### src/rtl/axi4l_addr_router.sv
// AXI4-Lite 1-master / 2-slave address router with local decode-error and
// timeout responses, so the upstream bridge always receives a response.
module axi4l_addr_router #(
    parameter int          ADDR_WIDTH     = 32,
    parameter int          DATA_WIDTH     = 32,
    parameter logic [31:0] S0_BASE        = 32'h0000_1000,
    parameter logic [31:0] S0_SIZE        = 32'h0000_1000,
    parameter logic [31:0] S1_BASE        = 32'h0000_2000,
    parameter logic [31:0] S1_SIZE        = 32'h0000_1000,
    parameter int          TIMEOUT_CYCLES = 1000
) (
    input  logic                    clk,
    input  logic                    rst,
    input  logic [ADDR_WIDTH-1:0]   s_awaddr,
    input  logic                    s_awvalid,
    output logic                    s_awready,
    input  logic [DATA_WIDTH-1:0]   s_wdata,
    input  logic [DATA_WIDTH/8-1:0] s_wstrb,
    input  logic                    s_wvalid,
    output logic                    s_wready,
    output logic [1:0]              s_bresp,
    output logic                    s_bvalid,
    input  logic                    s_bready,
    input  logic [ADDR_WIDTH-1:0]   s_araddr,
    input  logic                    s_arvalid,
    output logic                    s_arready,
    output logic [DATA_WIDTH-1:0]   s_rdata,
    output logic [1:0]              s_rresp,
    output logic                    s_rvalid,
    input  logic                    s_rready,
    output logic [ADDR_WIDTH-1:0]   m0_awaddr,
    output logic                    m0_awvalid,
    input  logic                    m0_awready,
    output logic [DATA_WIDTH-1:0]   m0_wdata,
    output logic [DATA_WIDTH/8-1:0] m0_wstrb,
    output logic                    m0_wvalid,
    input  logic                    m0_wready,
    input  logic [1:0]              m0_bresp,
    input  logic                    m0_bvalid,
    output logic                    m0_bready,
    output logic [ADDR_WIDTH-1:0]   m0_araddr,
    output logic                    m0_arvalid,
    input  logic                    m0_arready,
    input  logic [DATA_WIDTH-1:0]   m0_rdata,
    input  logic [1:0]              m0_rresp,
    input  logic                    m0_rvalid,
    output logic                    m0_rready,
    output logic [ADDR_WIDTH-1:0]   m1_awaddr,
    output logic                    m1_awvalid,
    input  logic                    m1_awready,
    output logic [DATA_WIDTH-1:0]   m1_wdata,
    output logic [DATA_WIDTH/8-1:0] m1_wstrb,
    output logic                    m1_wvalid,
    input  logic                    m1_wready,
    input  logic [1:0]              m1_bresp,
    input  logic                    m1_bvalid,
    output logic                    m1_bready,
    output logic [ADDR_WIDTH-1:0]   m1_araddr,
    output logic                    m1_arvalid,
    input  logic                    m1_arready,
    input  logic [DATA_WIDTH-1:0]   m1_rdata,
    input  logic [1:0]              m1_rresp,
    input  logic                    m1_rvalid,
    output logic                    m1_rready,
    output logic                    busy,
    output logic [7:0]              decerr_count,
    output logic [7:0]              timeout_count
);

    localparam int TMO_W = $clog2(TIMEOUT_CYCLES + 1);
    localparam logic [ADDR_WIDTH-1:0] S0_MASK   = ~ADDR_WIDTH'(S0_SIZE - 32'd1);
    localparam logic [ADDR_WIDTH-1:0] S1_MASK   = ~ADDR_WIDTH'(S1_SIZE - 32'd1);
    localparam logic [ADDR_WIDTH-1:0] S0_BASE_A = ADDR_WIDTH'(S0_BASE);
    localparam logic [ADDR_WIDTH-1:0] S1_BASE_A = ADDR_WIDTH'(S1_BASE);
    localparam logic [TMO_W-1:0]      TMO_LAST  = TMO_W'(TIMEOUT_CYCLES - 1);
    localparam logic [1:0]            RESP_SLVERR = 2'b10;
    localparam logic [1:0]            RESP_DECERR = 2'b11;

    typedef enum logic [3:0] {
        ST_IDLE      = 4'd0,
        ST_WR_ADDR   = 4'd1,
        ST_WR_DATA   = 4'd2,
        ST_WR_RESP   = 4'd3,
        ST_RD_ADDR   = 4'd4,
        ST_RD_DATA   = 4'd5,
        ST_ERR_WDATA = 4'd6,
        ST_ERR_BRESP = 4'd7,
        ST_ERR_RRESP = 4'd8
    } state_t;

    function automatic logic [7:0] sat_inc(input logic [7:0] v);
        return (v == 8'hFF) ? v : v + 8'd1;
    endfunction

    state_t                  state_r, next_state_s;
    logic [ADDR_WIDTH-1:0]   addr_r, req_addr_s;
    logic                    tgt_r, last_grant_r;
    logic [1:0]              err_code_r;
    logic [TMO_W-1:0]        tmo_cnt_r;
    logic                    grant_wr_s, grant_rd_s, hit0_s, hit1_s, req_hit_s, dec_take_s;
    logic                    tmo_en_s, tmo_fire_s, tmo_take_s;
    logic                    sel_awready_s, sel_wready_s, sel_bvalid_s, sel_arready_s, sel_rvalid_s;
    logic [1:0]              sel_bresp_s, sel_rresp_s;
    logic [DATA_WIDTH-1:0]   sel_rdata_s;
    logic                    ph_aw_s, ph_w_s, ph_b_s, ph_ar_s, ph_r_s;

    // last_grant_r = 1 means the previous grant went to read, so contention favours write
    assign grant_wr_s = (state_r == ST_IDLE) & s_awvalid & (~s_arvalid | last_grant_r);
    assign grant_rd_s = (state_r == ST_IDLE) & s_arvalid & (~s_awvalid | ~last_grant_r);
    assign req_addr_s = grant_wr_s ? s_awaddr : s_araddr;
    assign hit0_s     = ((req_addr_s & S0_MASK) == S0_BASE_A);
    assign hit1_s     = ((req_addr_s & S1_MASK) == S1_BASE_A);
    assign req_hit_s  = hit0_s | hit1_s;
    assign dec_take_s = (grant_wr_s | grant_rd_s) & ~req_hit_s;

    assign sel_awready_s = tgt_r ? m1_awready : m0_awready;
    assign sel_wready_s  = tgt_r ? m1_wready  : m0_wready;
    assign sel_bvalid_s  = tgt_r ? m1_bvalid  : m0_bvalid;
    assign sel_bresp_s   = tgt_r ? m1_bresp   : m0_bresp;
    assign sel_arready_s = tgt_r ? m1_arready : m0_arready;
    assign sel_rvalid_s  = tgt_r ? m1_rvalid  : m0_rvalid;
    assign sel_rresp_s   = tgt_r ? m1_rresp   : m0_rresp;
    assign sel_rdata_s   = tgt_r ? m1_rdata   : m0_rdata;

    assign tmo_fire_s = tmo_en_s & (tmo_cnt_r == TMO_LAST);
    assign busy       = (state_r != ST_IDLE);

    // State register
    always_ff @(posedge clk) begin
        if (rst) state_r <= ST_IDLE;
        else     state_r <= next_state_s;
    end

    // Next-state logic; a completed handshake always takes priority over timeout
    always_comb begin
        next_state_s = state_r;
        tmo_take_s   = 1'b0;
        case (state_r)
            ST_IDLE: begin
                if (grant_wr_s)      next_state_s = req_hit_s ? ST_WR_ADDR : ST_ERR_WDATA;
                else if (grant_rd_s) next_state_s = req_hit_s ? ST_RD_ADDR : ST_ERR_RRESP;
                else                 next_state_s = ST_IDLE;
            end
            ST_WR_ADDR: begin
                if (sel_awready_s)   next_state_s = ST_WR_DATA;
                else if (tmo_fire_s) begin next_state_s = ST_ERR_WDATA; tmo_take_s = 1'b1; end
                else                 next_state_s = ST_WR_ADDR;
            end
            ST_WR_DATA: begin
                if (s_wvalid & sel_wready_s) next_state_s = ST_WR_RESP;
                else if (tmo_fire_s) begin next_state_s = ST_ERR_WDATA; tmo_take_s = 1'b1; end
                else                 next_state_s = ST_WR_DATA;
            end
            ST_WR_RESP: begin
                if (sel_bvalid_s & s_bready) next_state_s = ST_IDLE;
                else if (tmo_fire_s) begin next_state_s = ST_ERR_BRESP; tmo_take_s = 1'b1; end
                else                 next_state_s = ST_WR_RESP;
            end
            ST_RD_ADDR: begin
                if (sel_arready_s)   next_state_s = ST_RD_DATA;
                else if (tmo_fire_s) begin next_state_s = ST_ERR_RRESP; tmo_take_s = 1'b1; end
                else                 next_state_s = ST_RD_ADDR;
            end
            ST_RD_DATA: begin
                if (sel_rvalid_s & s_rready) next_state_s = ST_IDLE;
                else if (tmo_fire_s) begin next_state_s = ST_ERR_RRESP; tmo_take_s = 1'b1; end
                else                 next_state_s = ST_RD_DATA;
            end
            ST_ERR_WDATA: next_state_s = s_wvalid ? ST_ERR_BRESP : ST_ERR_WDATA;
            ST_ERR_BRESP: next_state_s = s_bready ? ST_IDLE : ST_ERR_BRESP;
            ST_ERR_RRESP: next_state_s = s_rready ? ST_IDLE : ST_ERR_RRESP;
            default:      next_state_s = ST_IDLE;
        endcase
    end

    // Upstream-facing outputs per state
    always_comb begin
        s_awready = 1'b0;
        s_arready = 1'b0;
        s_wready  = 1'b0;
        s_bvalid  = 1'b0;
        s_bresp   = 2'b00;
        s_rvalid  = 1'b0;
        s_rdata   = '0;
        s_rresp   = 2'b00;
        case (state_r)
            ST_IDLE:      begin s_awready = grant_wr_s; s_arready = grant_rd_s; end
            ST_WR_DATA:   s_wready = sel_wready_s;
            ST_WR_RESP:   begin s_bvalid = sel_bvalid_s; s_bresp = sel_bresp_s; end
            ST_RD_DATA:   begin s_rvalid = sel_rvalid_s; s_rdata = sel_rdata_s; s_rresp = sel_rresp_s; end
            ST_ERR_WDATA: s_wready = 1'b1;
            ST_ERR_BRESP: begin s_bvalid = 1'b1; s_bresp = err_code_r; end
            ST_ERR_RRESP: begin s_rvalid = 1'b1; s_rresp = err_code_r; end
            default:      s_awready = 1'b0;
        endcase
    end

    // Timeout enable: address phases always count, data/response phases count while the slave stalls
    always_comb begin
        tmo_en_s = 1'b0;
        case (state_r)
            ST_WR_ADDR: tmo_en_s = 1'b1;
            ST_RD_ADDR: tmo_en_s = 1'b1;
            ST_WR_DATA: tmo_en_s = ~sel_wready_s;
            ST_WR_RESP: tmo_en_s = ~sel_bvalid_s;
            ST_RD_DATA: tmo_en_s = ~sel_rvalid_s;
            default:    tmo_en_s = 1'b0;
        endcase
    end

    // Timeout counter, cleared on every state change
    always_ff @(posedge clk) begin
        if (rst)                          tmo_cnt_r <= '0;
        else if (next_state_s != state_r) tmo_cnt_r <= '0;
        else if (tmo_en_s)                tmo_cnt_r <= tmo_cnt_r + TMO_W'(1);
        else                              tmo_cnt_r <= tmo_cnt_r;
    end

    // Transaction context captured at grant; slave 0 wins overlapping windows
    always_ff @(posedge clk) begin
        if (rst) begin
            addr_r       <= '0;
            tgt_r        <= 1'b0;
            last_grant_r <= 1'b1;
            err_code_r   <= 2'b00;
        end else if (grant_wr_s | grant_rd_s) begin
            addr_r       <= req_addr_s;
            tgt_r        <= ~hit0_s;
            last_grant_r <= grant_rd_s;
            err_code_r   <= RESP_DECERR;
        end else if (tmo_take_s) begin
            err_code_r   <= RESP_SLVERR;
        end
    end

    // Saturating error statistics
    always_ff @(posedge clk) begin
        if (rst) begin
            decerr_count  <= 8'd0;
            timeout_count <= 8'd0;
        end else begin
            decerr_count  <= dec_take_s ? sat_inc(decerr_count)  : decerr_count;
            timeout_count <= tmo_take_s ? sat_inc(timeout_count) : timeout_count;
        end
    end

    assign ph_aw_s = (state_r == ST_WR_ADDR);
    assign ph_w_s  = (state_r == ST_WR_DATA);
    assign ph_b_s  = (state_r == ST_WR_RESP);
    assign ph_ar_s = (state_r == ST_RD_ADDR);
    assign ph_r_s  = (state_r == ST_RD_DATA);

    assign m0_awvalid = ph_aw_s & ~tgt_r;
    assign m0_awaddr  = (ph_aw_s & ~tgt_r) ? addr_r  : '0;
    assign m0_wvalid  = ph_w_s & ~tgt_r & s_wvalid;
    assign m0_wdata   = (ph_w_s & ~tgt_r) ? s_wdata : '0;
    assign m0_wstrb   = (ph_w_s & ~tgt_r) ? s_wstrb : '0;
    assign m0_bready  = ph_b_s & ~tgt_r & s_bready;
    assign m0_arvalid = ph_ar_s & ~tgt_r;
    assign m0_araddr  = (ph_ar_s & ~tgt_r) ? addr_r : '0;
    assign m0_rready  = ph_r_s & ~tgt_r & s_rready;

    assign m1_awvalid = ph_aw_s & tgt_r;
    assign m1_awaddr  = (ph_aw_s & tgt_r) ? addr_r  : '0;
    assign m1_wvalid  = ph_w_s & tgt_r & s_wvalid;
    assign m1_wdata   = (ph_w_s & tgt_r) ? s_wdata : '0;
    assign m1_wstrb   = (ph_w_s & tgt_r) ? s_wstrb : '0;
    assign m1_bready  = ph_b_s & tgt_r & s_bready;
    assign m1_arvalid = ph_ar_s & tgt_r;
    assign m1_araddr  = (ph_ar_s & tgt_r) ? addr_r : '0;
    assign m1_rready  = ph_r_s & tgt_r & s_rready;

endmodule

### config.mk
export PLATFORM = sky130hd
export DESIGN_NAME = axi4l_addr_router
export DESIGN_NICKNAME = d
export VERILOG_FILES = /design/src/rtl/axi4l_addr_router.sv
export SDC_FILE = /design/constraint.sdc
export NUM_CORES = 1
export LEC_CHECK = 0
export CAP_MARGIN = 15
export CORE_AREA = 5 5 177 179
export CTS_BUF_LIST = sky130_fd_sc_hd__clkbuf_8
export DETAILED_ROUTE_END_ITERATION = 8
export DIE_AREA = 0 0 182 184
export PLACE_DENSITY_LB_ADDON = 0.2
export SYNTH_ARGS = -nofsm -noshare
export SYNTH_HDL_FRONTEND = slang
export SYNTH_SLANG_ARGS = --single-unit
### constraint.sdc
create_clock -name clk -period 2.63 [get_ports clk]
set_input_delay 0.789 -clock clk [delete_from_list [all_inputs] [get_ports clk]]
set_output_delay 0.789 -clock clk [all_outputs]
set_load 0.01 [all_outputs]
==> reports/metrics.cfg, run 1 <==
[drt]
vias = 7922
ant_nets = 0
first_pass_iters = 5
met2_length_um = 18630
wire_per_inst_um = 21.40
drc = 0
drt-initial-drc-count = 356
drt-met1-wl_um = 15320
wl_met3_um = 2428
top_layer_used = met5
viasPerCell = 4.504
wl_um = 37640

[power_and_ir_drop]
total_power_mw = 8.861
power_density_mw_per_mm2 = 674.4
power.leakage_nw = 6.528
irDropWorstVdd_mv = 0.3907

[setup_path]
cp-start-kind = flip-flop
path_buf_inv = 5
crit_family = simple AND/OR/NAND/NOR gates
cp_data_arrival_time_ns = 2.10
cp-end-kind = primary output
cp_slowest_cell = dfxtp_2
cp_cell_sequence = buf_6 > nand3b_1 > nor2_4 > clkbuf_16 > buf_8 > buf_8 > and2_1 > buf_2
cpMostUsedCell = buf_8
worst-setup-path-type = flip-flop to primary output
crit_required_ns = 1.84
max_stage_delay_ns = 0.34
path_max_fanout = 8

[yosys]
ys_top_cells_by_count = and2_1 (142), nor2_1 (118), nand2_1 (90), and3_1 (71), dfxtp_1 (66)
syn_avg_cell_area_sq_um = 7.094
synth_edf_count = 0
synthCells = 763
synthMuxAreaShare = 0.08946
ys_top_cells_by_area = dfxtp_1 (24%), and2_1 (16%), and3_1 (8.2%), nor2_1 (8.2%), mux2i_1 (7.8%)
synth_top_family_by_area = simple AND/OR/NAND/NOR gates
synth_largest_area_cell = dfxtp_1
synth-seq-cells = 66
synth_compound_area_frac = 0.1105
synth.cell_area_sq_mm = 0.005413
synth-simple-area-share = 0.4556
yosysMostFrequentCell = and2_1
ys.flop_type = dfxtp_1
yosys_warnings = 0
async_flop_share = 0
synth.distinct_cells = 55
synth_xor_area_frac = 0.04045
ys_seq_area_frac = 0.2441
synth_fa_ha_area_frac = 0.006935
synth_top_cell_area_share = 0.2441
synth_fp_nets = 955

[hold_path]
hp-class = flip-flop to flip-flop

[placed_design]
place_area_sq_mm = 0.01097
hpwl_um = 25910
io_buffer_count = 456
post-place-ws_ns = -0.8441
dp_cells = 1630
gp_congestion = 0.8268

[layout]
nets = 1552
finalInstanceArea_sq_mm = 0.01314
finalCoreUtilization = 0.4469
num-fill-cells = 2926
drive_gt1_frac = 0.4205
layout.cells.non_filler = 1759
syn_to_final_growth_pct = 142.7

[cts]
clockBufferDepth = 2
clock_sinks = 66
path_clk_slew_ns = 0.08
cts-buffers-inserted = 9
clk_latency_ns = 0.36
ctsHtreeMaxLevel = 3
cts_root_buffer = clkbuf_8
cts_tree = yes

[timing]
relSlewSlack = 0.5514
setup_viol = 175
final_hold_viol_count = 0
rsz0062_at_grt = true
worstMarginPinSlew_ns = 0.6639
finalMaxSlewViolations = 0
post-route-min-period_ns = 2.886
fin_worst_skew_ns = 0.01222
post-route-period-util = 1.097
setup_slack_ns = -0.2563
fmax_mhz = 346.5

[status]
violations = setup timing
outcome = finished, violations left

[global_route]
antenna_found_initial = 5
globalRouteTotalUtil = 0.1946
first_global_vias = 7787
grt_max_degree = 58
grt_pass1_wl_um = 50090
grt-ovfl-total = 0

[floorplan]
ios = 457
die_h_um = 184
core_sq_mm = 0.02940
initial_core_util = 0.1841
dieArea_sq_mm = 0.03349
fp.dieW_um = 182
num_rows = 63

[job]
maxCapViolCount = 0

state kept, by name, summed over array words and instances (netlist names):
name,flops
state_r,4
err_code_r,2
last_grant_r,1
tmo_cnt_r,10
decerr_count,8
tgt_r,1
timeout_count,8
addr_r,32
cells by family (layout without fill, tap and decap cells):
| group | after synthesis | after routing |
|---|---|---|
| simple gates | 476 | 476 |
| flops | 66 | 66 |
| fa+ha+maj | 3 | 3 |
| mux | 46 | 46 |
| other cells | 0 | 4 |
| xor+xnor | 25 | 25 |
| buf+inv | 73 | 674 |
| compound gates | 74 | 75 |
tightest hold or removal path: cells and delay by family, from the launching register on:
family	cells	cell delay (ns)
flops	1	0.35
xor+xnor	1	0.07
simple gates	1	0.07
per-layer routing:
metal	vias up	track usage
met5	-	0
met4	2	0.07385
met3	65	0.04947
met2	333	0.3395
met1	3716	0.2303
li1	3806	-
per-stage QoR:
step / TNS, ns / hold WS, ns
global route: -36.41 / 0.5614
CTS: -47.05 / 0.5210
floorplan: -0.7230 / 0.4500
finish: -15.42 / 0.5233
detailed placement: -45.10 / 0.4922
global placement: -42.56 / 0.4901
final timing paths:
check | start | to | slack [ns] | cells after the start
min reg2reg | tmo_cnt_r[7] | tmo_cnt_r[7] | 0.52 | 2
max reg2reg | tgt_r | tmo_cnt_r[0] | -0.07 | 8
min | tmo_cnt_r[7] | tmo_cnt_r[7] | 0.52 | 2
max | state_r[3] | m1_araddr[31] | -0.26 | 8
where the power goes:
group / leakage [nW] / switching, mW / total, mW / internal (mW)
clock: 0.103 / 0.473 / 0.968 / 0.494
sequential: 0.543 / 0.428 / 1.72 / 1.29
combinational: 5.88 / 2.93 / 6.17 / 3.24
total: 6.53 / 3.83 / 8.86 / 5.03
timing repair:
action / 4_1_cts / 5_1_grt
cloned: 11 / 10
setup buffers: 46 / 50
pin swaps: 11 / 33
hold buffers: 0 / 0
setup endpoints to repair: 276 / 274
gates resized for setup: 672 / 553
layout by cell type (no fill, tap or decap), drive strengths merged, types with 3 or more instances in the layout:
master / synthesis / routed
nand4: 7 / 7
ha: 3 / 3
nor2: 118 / 118
nor3: 11 / 11
dlymetal6s2s: 0 / 58
buf: 14 / 367
dfxtp: 66 / 66
a211oi: 3 / 3
clkdlybuf4s15: 0 / 24
and2: 142 / 142
inv: 10 / 13
nand2: 90 / 90
mux2: 3 / 3
clkdlybuf4s50: 0 / 182
and3: 71 / 71
xnor2: 7 / 7
mux2i: 42 / 42
o21ai: 7 / 7
nand3: 9 / 9
clkbuf: 48 / 25
o22ai: 4 / 4
a21oi: 13 / 13
nor2b: 3 / 3
a311oi: 30 / 30
nor4b: 4 / 4
o2111ai: 2 / 3
diode: 0 / 4
xor2: 18 / 18
nor4: 10 / 10
final cells by class:
| cell class | count | area (sq um) | area share |
|---|---|---|---|
| multi-input combinational | 625 | 4482 | 0.3411 |
| antenna | 4 | 10.01 | 0.0007618 |
| inverter | 11 | 46.29 | 0.003523 |
| clock buffer | 11 | 151.4 | 0.01152 |
| timing repair buffer | 647 | 6566 | 0.4998 |
| sequential | 66 | 1335 | 0.1016 |
| clock inverter | 5 | 60.06 | 0.004571 |
| tap | 390 | 488.0 | 0.03714 |
No activity file was read; power rests on OpenSTA's default activity.
==> run 2: changes to the inputs <==
SLEW_MARGIN = 15   (was unset)
==> results of run 2 <==
Same layout as run 1: the final DEF is identical, and so are final timing and power.
==> edit 1: new RTL, settings of run 1 <==
Set the parameter `ADDR_WIDTH` to 16 (it was 32).
--- a/src/rtl/axi4l_addr_router.sv
+++ b/src/rtl/axi4l_addr_router.sv
@@ -3,3 +3,3 @@
 module axi4l_addr_router #(
-    parameter int          ADDR_WIDTH     = 32,
+    parameter int          ADDR_WIDTH     = 16,
     parameter int          DATA_WIDTH     = 32,
Ports: changed (6 resized); port bits go from 457 to 361. No check against the original RTL was run, so the function may have changed too.
==> edit 1 against run 1 <==
- the flow still finishes with violations (setup timing)
- sequential cell count shrank 16
- sequential power is 33% lower
- critical path depth is 2 lower
- area after synthesis decreased by 18%
- cell area decreased by 25%
- non-clock buffer count down 157
- total power fell by 20%
- wire length fell by 26%
- clock power fell by 45%
- combinational power shrank 13%
- register-to-register slack improved by 150 ps
- worst setup slack better by 150 ps
- count of clock-buffer cells in the layout shrank 6
- critical endpoint is now m0_wdata[22]
- largest cell class unchanged
- largest power group unchanged
- highest routed layer unchanged
==> edit 1: results (changes against run 1) <==
status=finished, violations left (unchanged); failing checks=setup timing (unchanged); EDFF count, synth=0 (unchanged); worst-skew pair later-pin latency=320 ps (was 360 ps); first-pass GRT wire length=40,000 µm (was 50,100 µm); Clk power=0.536 mW (was 0.968 mW); Synth area leaders=dfxtp_1, and3_1, mux2i_1 (was dfxtp_1, and2_1, and3_1); Worst slew margin=0.671 (was 0.551); sw power=3.17 mW (was 3.83 mW); slowest CP cell=or4b_4 (was dfxtp_2); drt first pass iters=6 (was 5); TNS Setup=-3780 ps (was -15,420 ps); clk slew on worst S/H paths=120 ps (was 80 ps); H-tree depth=2 (was 3); layout cells sized above 1=0.384 (was 0.421); share of the yosys chip area belonging to registers=0.225 (was 0.244); Nets=1,204 (was 1,552); power in sequential cells=1.16 mW (was 1.72 mW); final setup vio count=88 (was 175); gpl congestion=0.823 (was 0.827); wire length per cell=19.4 µm (was 21.4 µm); met2 routed WL=14,900 µm (was 18,600 µm); vias after detailed routing=6,189 (was 7,922); Post-synth top cells=and3_1, nor2_1, dfxtp_1 (was and2_1, nor2_1, nand2_1); skew final=8.98 ps (was 12.2 ps); Root Buffer=clkbuf_8 (unchanged); wl on met1=11,000 µm (was 15,300 µm); met3 WL=1500 µm (was 2430 µm); register-to-register setup slack=80 ps (was -70 ps); CP Data Arrival Time=1940 ps (was 2100 ps); PortBufs=360 (was 456); GR Util met3=0.0317 (was 0.0495); Post-Syn Nets=759 (was 955); DP HPWL=21,600 µm (was 25,900 µm); WHS=491 ps (was 523 ps); Largest regs=addr_r (16), tmo_cnt_r (10) (was addr_r (32), tmo_cnt_r (10)); PnR worst setup slack=-103 ps (was -256 ps); Internal=3.89 mW (was 5.03 mW); dominant register cell in the synthesized netlist=dfxtp_1 (unchanged); TritonCTS Buffers=5 (was 9); slowest cell delay on critical path=560 ps (was 340 ps); GR Layer Usage met2=0.293 (was 0.340); Worst VDD drop=0.000478 V (was 0.000391 V); largest net degree at the start of global routing=41 (was 58); First DRT Iteration DRCs=223 (was 356); critical path fanouts, max=5 (was 8); initial antenna violation count=10 (was 5); Place WS=-406 ps (was -844 ps); M1 GR Usage=0.171 (was 0.230); Unique masters post-synth=65 (was 55)
edit 1: cell types whose count changed in the layout (fill, tap and decap cells not counted), sizes merged, moves of 15 or more:
cell and change:
buf -98, and2 -103, a311oi -15, nor2 -35, dlygate4sd2 +34, clkdlybuf4s15 -19, nand2 -48, clkdlybuf4s50 -15
and3 +38, dfxtp -16, dlymetal6s2s -58
edit 1: timing repair:
item / in CTS / in global routing
hold endpoints to repair: 0 / 0
hold buffers: 0 / 0
resized for setup: 699 / 165
setup buffers: 31 / 14
gates cloned: 10 / 1
pin swaps: 16 / 13
setup endpoints to repair: 192 / 170
edit 1: logic make-up (layout without fill, tap and decap cells):
| family | after synthesis | count (layout) | share of synthesized area |
|---|---|---|---|
| simple gates | 349 | 349 | 0.442 |
| compound gates | 73 | 73 | 0.127 |
| buf+inv | 61 | 507 | 0.0601 |
| flops | 50 | 50 | 0.225 |
| mux | 44 | 44 | 0.100 |
| xor+xnor | 19 | 19 | 0.0374 |
| fa+ha+maj | 3 | 3 | 0.00843 |
| other cells | 0 | 8 | 0 |
edit 1: cell type report:
cell class	count	area, µm²
Clock inverter	3	28.8
Inverter	9	38.8
Multi-Input combinational cell	488	3600
Fill cell	3136	19600
Antenna cell	8	20.0
Sequential cell	50	1020
Tap cell	390	488
Timing Repair Buffer	490	4540
Clock buffer	5	68.8
edit 1: path summary, 6_finish.rpt:
check,start,to,depth (start not counted)
worst max-delay path,state_r[0],m0_wdata[22],6
worst min-delay path,last_grant_r,last_grant_r,1
worst max register to register,state_r[0],timeout_count[3],12
worst min register to register,last_grant_r,last_grant_r,1
edit 1: metrics by stage:
stage                     area, µm²  cells
after detailed placement       9040   1378
after floorplan                4450    599
final                          9800   1443
after global routing           9790   1441
after CTS                      9450   1427
after global placement         9040   1378
==> edit 2: new RTL, flow settings as in run 1 <==
Made on the original files. Register the output `timeout_count` once more, cleared by the reset; this adds one clock of latency there. The other outputs are not delayed to match.
--- a/src/rtl/axi4l_addr_router.sv
+++ b/src/rtl/axi4l_addr_router.sv
@@ -90,2 +90,4 @@
 
+    logic [7:0] timeout_count_s0;
+
     function automatic logic [7:0] sat_inc(input logic [7:0] v);
@@ -239,6 +241,6 @@
             decerr_count  <= 8'd0;
-            timeout_count <= 8'd0;
+            timeout_count_s0 <= 8'd0;
         end else begin
             decerr_count  <= dec_take_s ? sat_inc(decerr_count)  : decerr_count;
-            timeout_count <= tmo_take_s ? sat_inc(timeout_count) : timeout_count;
+            timeout_count_s0 <= tmo_take_s ? sat_inc(timeout_count_s0) : timeout_count_s0;
         end
@@ -272,2 +274,10 @@
 
+    always_ff @(posedge clk) begin
+        if (rst) begin
+            timeout_count <= '0;
+        end else begin
+            timeout_count <= timeout_count_s0;
+        end
+    end
+
 endmodule
Check against the original RTL: no difference found for any inputs over 4 cycles, from zero or initial values and one cycle with rst high; that may be too few to reach the edited logic, so the function may still have changed.
==> edit 2 against run 1 <==
- the run still ends with setup timing left
- via count rose by 2.3%
- cell area fell by 7.3%
- combinational power rose by 2%
- worst setup slack improved by 130 ps
- total power rose by 2.2%
- area after synthesis rose by 6.0%
- wire length fell by 0.91%
- sequential cell count rose by 8
- clock power fell by 3.1%
- highest routed layer unchanged
==> edit 2: results (changes against run 1) <==
CP top delay family=buffers and inverters (was simple AND/OR/NAND/NOR gates); Sink Count=74 (was 66); initial antenna violation count=8 (was 5); Place WS=-755 ps (was -844 ps); failing checks=setup timing (unchanged); Hold Path Origin=last_grant_r (was tmo_cnt_r[7]); R2R cell count=14 (was 8); slowest cell delay on critical path=380 ps (was 340 ps); Nets=1,537 (was 1,552); skew final=14.8 ps (was 12.2 ps); First DRT Iteration DRCs=341 (was 356); Hold EP=last_grant_r (was tmo_cnt_r[7]); final setup vio count=36 (was 175); DP Area=11,400 µm² (was 11,000 µm²); share of the yosys chip area belonging to registers=0.258 (was 0.244); vias after detailed routing=8,108 (was 7,922); Tightest Pin Transition=476 ps (was 664 ps); slowest CP cell=dfxtp_4 (was dfxtp_2); GR Layer Usage met2=0.346 (was 0.340); Reg-to-Reg Start=state_r[2] (was tgt_r); layout cells sized above 1=0.396 (was 0.421); Leak=5.92 nW (was 6.53 nW); CP Data Arrival Time=1970 ps (was 2100 ps); WHS=507 ps (was 523 ps); Worst Setup EP=m1_wdata[5] (was m1_araddr[31]); PnR worst setup slack=-129 ps (was -256 ps); met2 routed WL=18,700 µm (was 18,600 µm); status=finished, violations left (unchanged); gpl congestion=0.838 (was 0.827); vias in the first global route=7,908 (was 7,787); M1 GR Usage=0.239 (was 0.230); met3 WL=2070 µm (was 2430 µm); register-to-register setup slack=70 ps (was -70 ps)
## edit 2: cell types whose count changed in the layout (fill, tap and decap cells not counted), sizes merged, moves of 8 or more
cell	before	now
clkbuf	25	110
nor2	118	99
and2	142	6
buf	367	301
xnor2	7	16
clkdlybuf4s50	182	190
dfxtp	66	74
and3	71	204
clkdlybuf4s15	24	4
xor2	18	7
nor3	11	22
dlymetal6s2s	58	8
dlygate4sd2	2	11
## edit 2: what timing repair did
item                       CTS  global route
setup endpoints to repair  270           251
pin swaps                   29            28
cloned                      10            10
resized for setup          780           347
setup buffers               42            14
## edit 2: stage by stage
step / cells / TNS (ps) / utilization / power [mW]
4_1_cts: 1725 / -6060 / 0.416 / 8.76
3_3_place_gp: 1658 / -32750 / 0.389 / 6.64
3_5_place_dp: 1658 / -34330 / 0.389 / 6.67
2_1_floorplan: 795 / 0 / - / 3.98
5_1_grt: 1747 / -6050 / 0.414 / 9.60
6_report: 1747 / -2270 / 0.414 / 9.05
## edit 2: cell families after synthesis
group,count (synthesis),share of synthesized area
flops,74,0.258
fa+ha+maj,3,0.00655
simple gates,481,0.450
compound gates,77,0.107
buf+inv,92,0.0639
xor+xnor,23,0.0351
mux,45,0.0788
## edit 2: final cells by class
class                      instances  area share
timing repair buffer             615       0.452
multi-input combinational        631       0.363
sequential                        74       0.123
tap                              390      0.0400
clock buffer                       9      0.0102
clock inverter                     7     0.00626
inverter                          14     0.00431
antenna                            7     0.00144
## edit 2: power groups by stage
stage	logic [mW]	registers (mW)	clock network, mW
finish	6.27	1.84	0.938
global route	6.69	1.89	1.02
CTS	5.93	1.84	0.993
detailed placement	4.81	1.86	0
global placement	4.78	1.86	0
floorplan	2.38	1.60	0
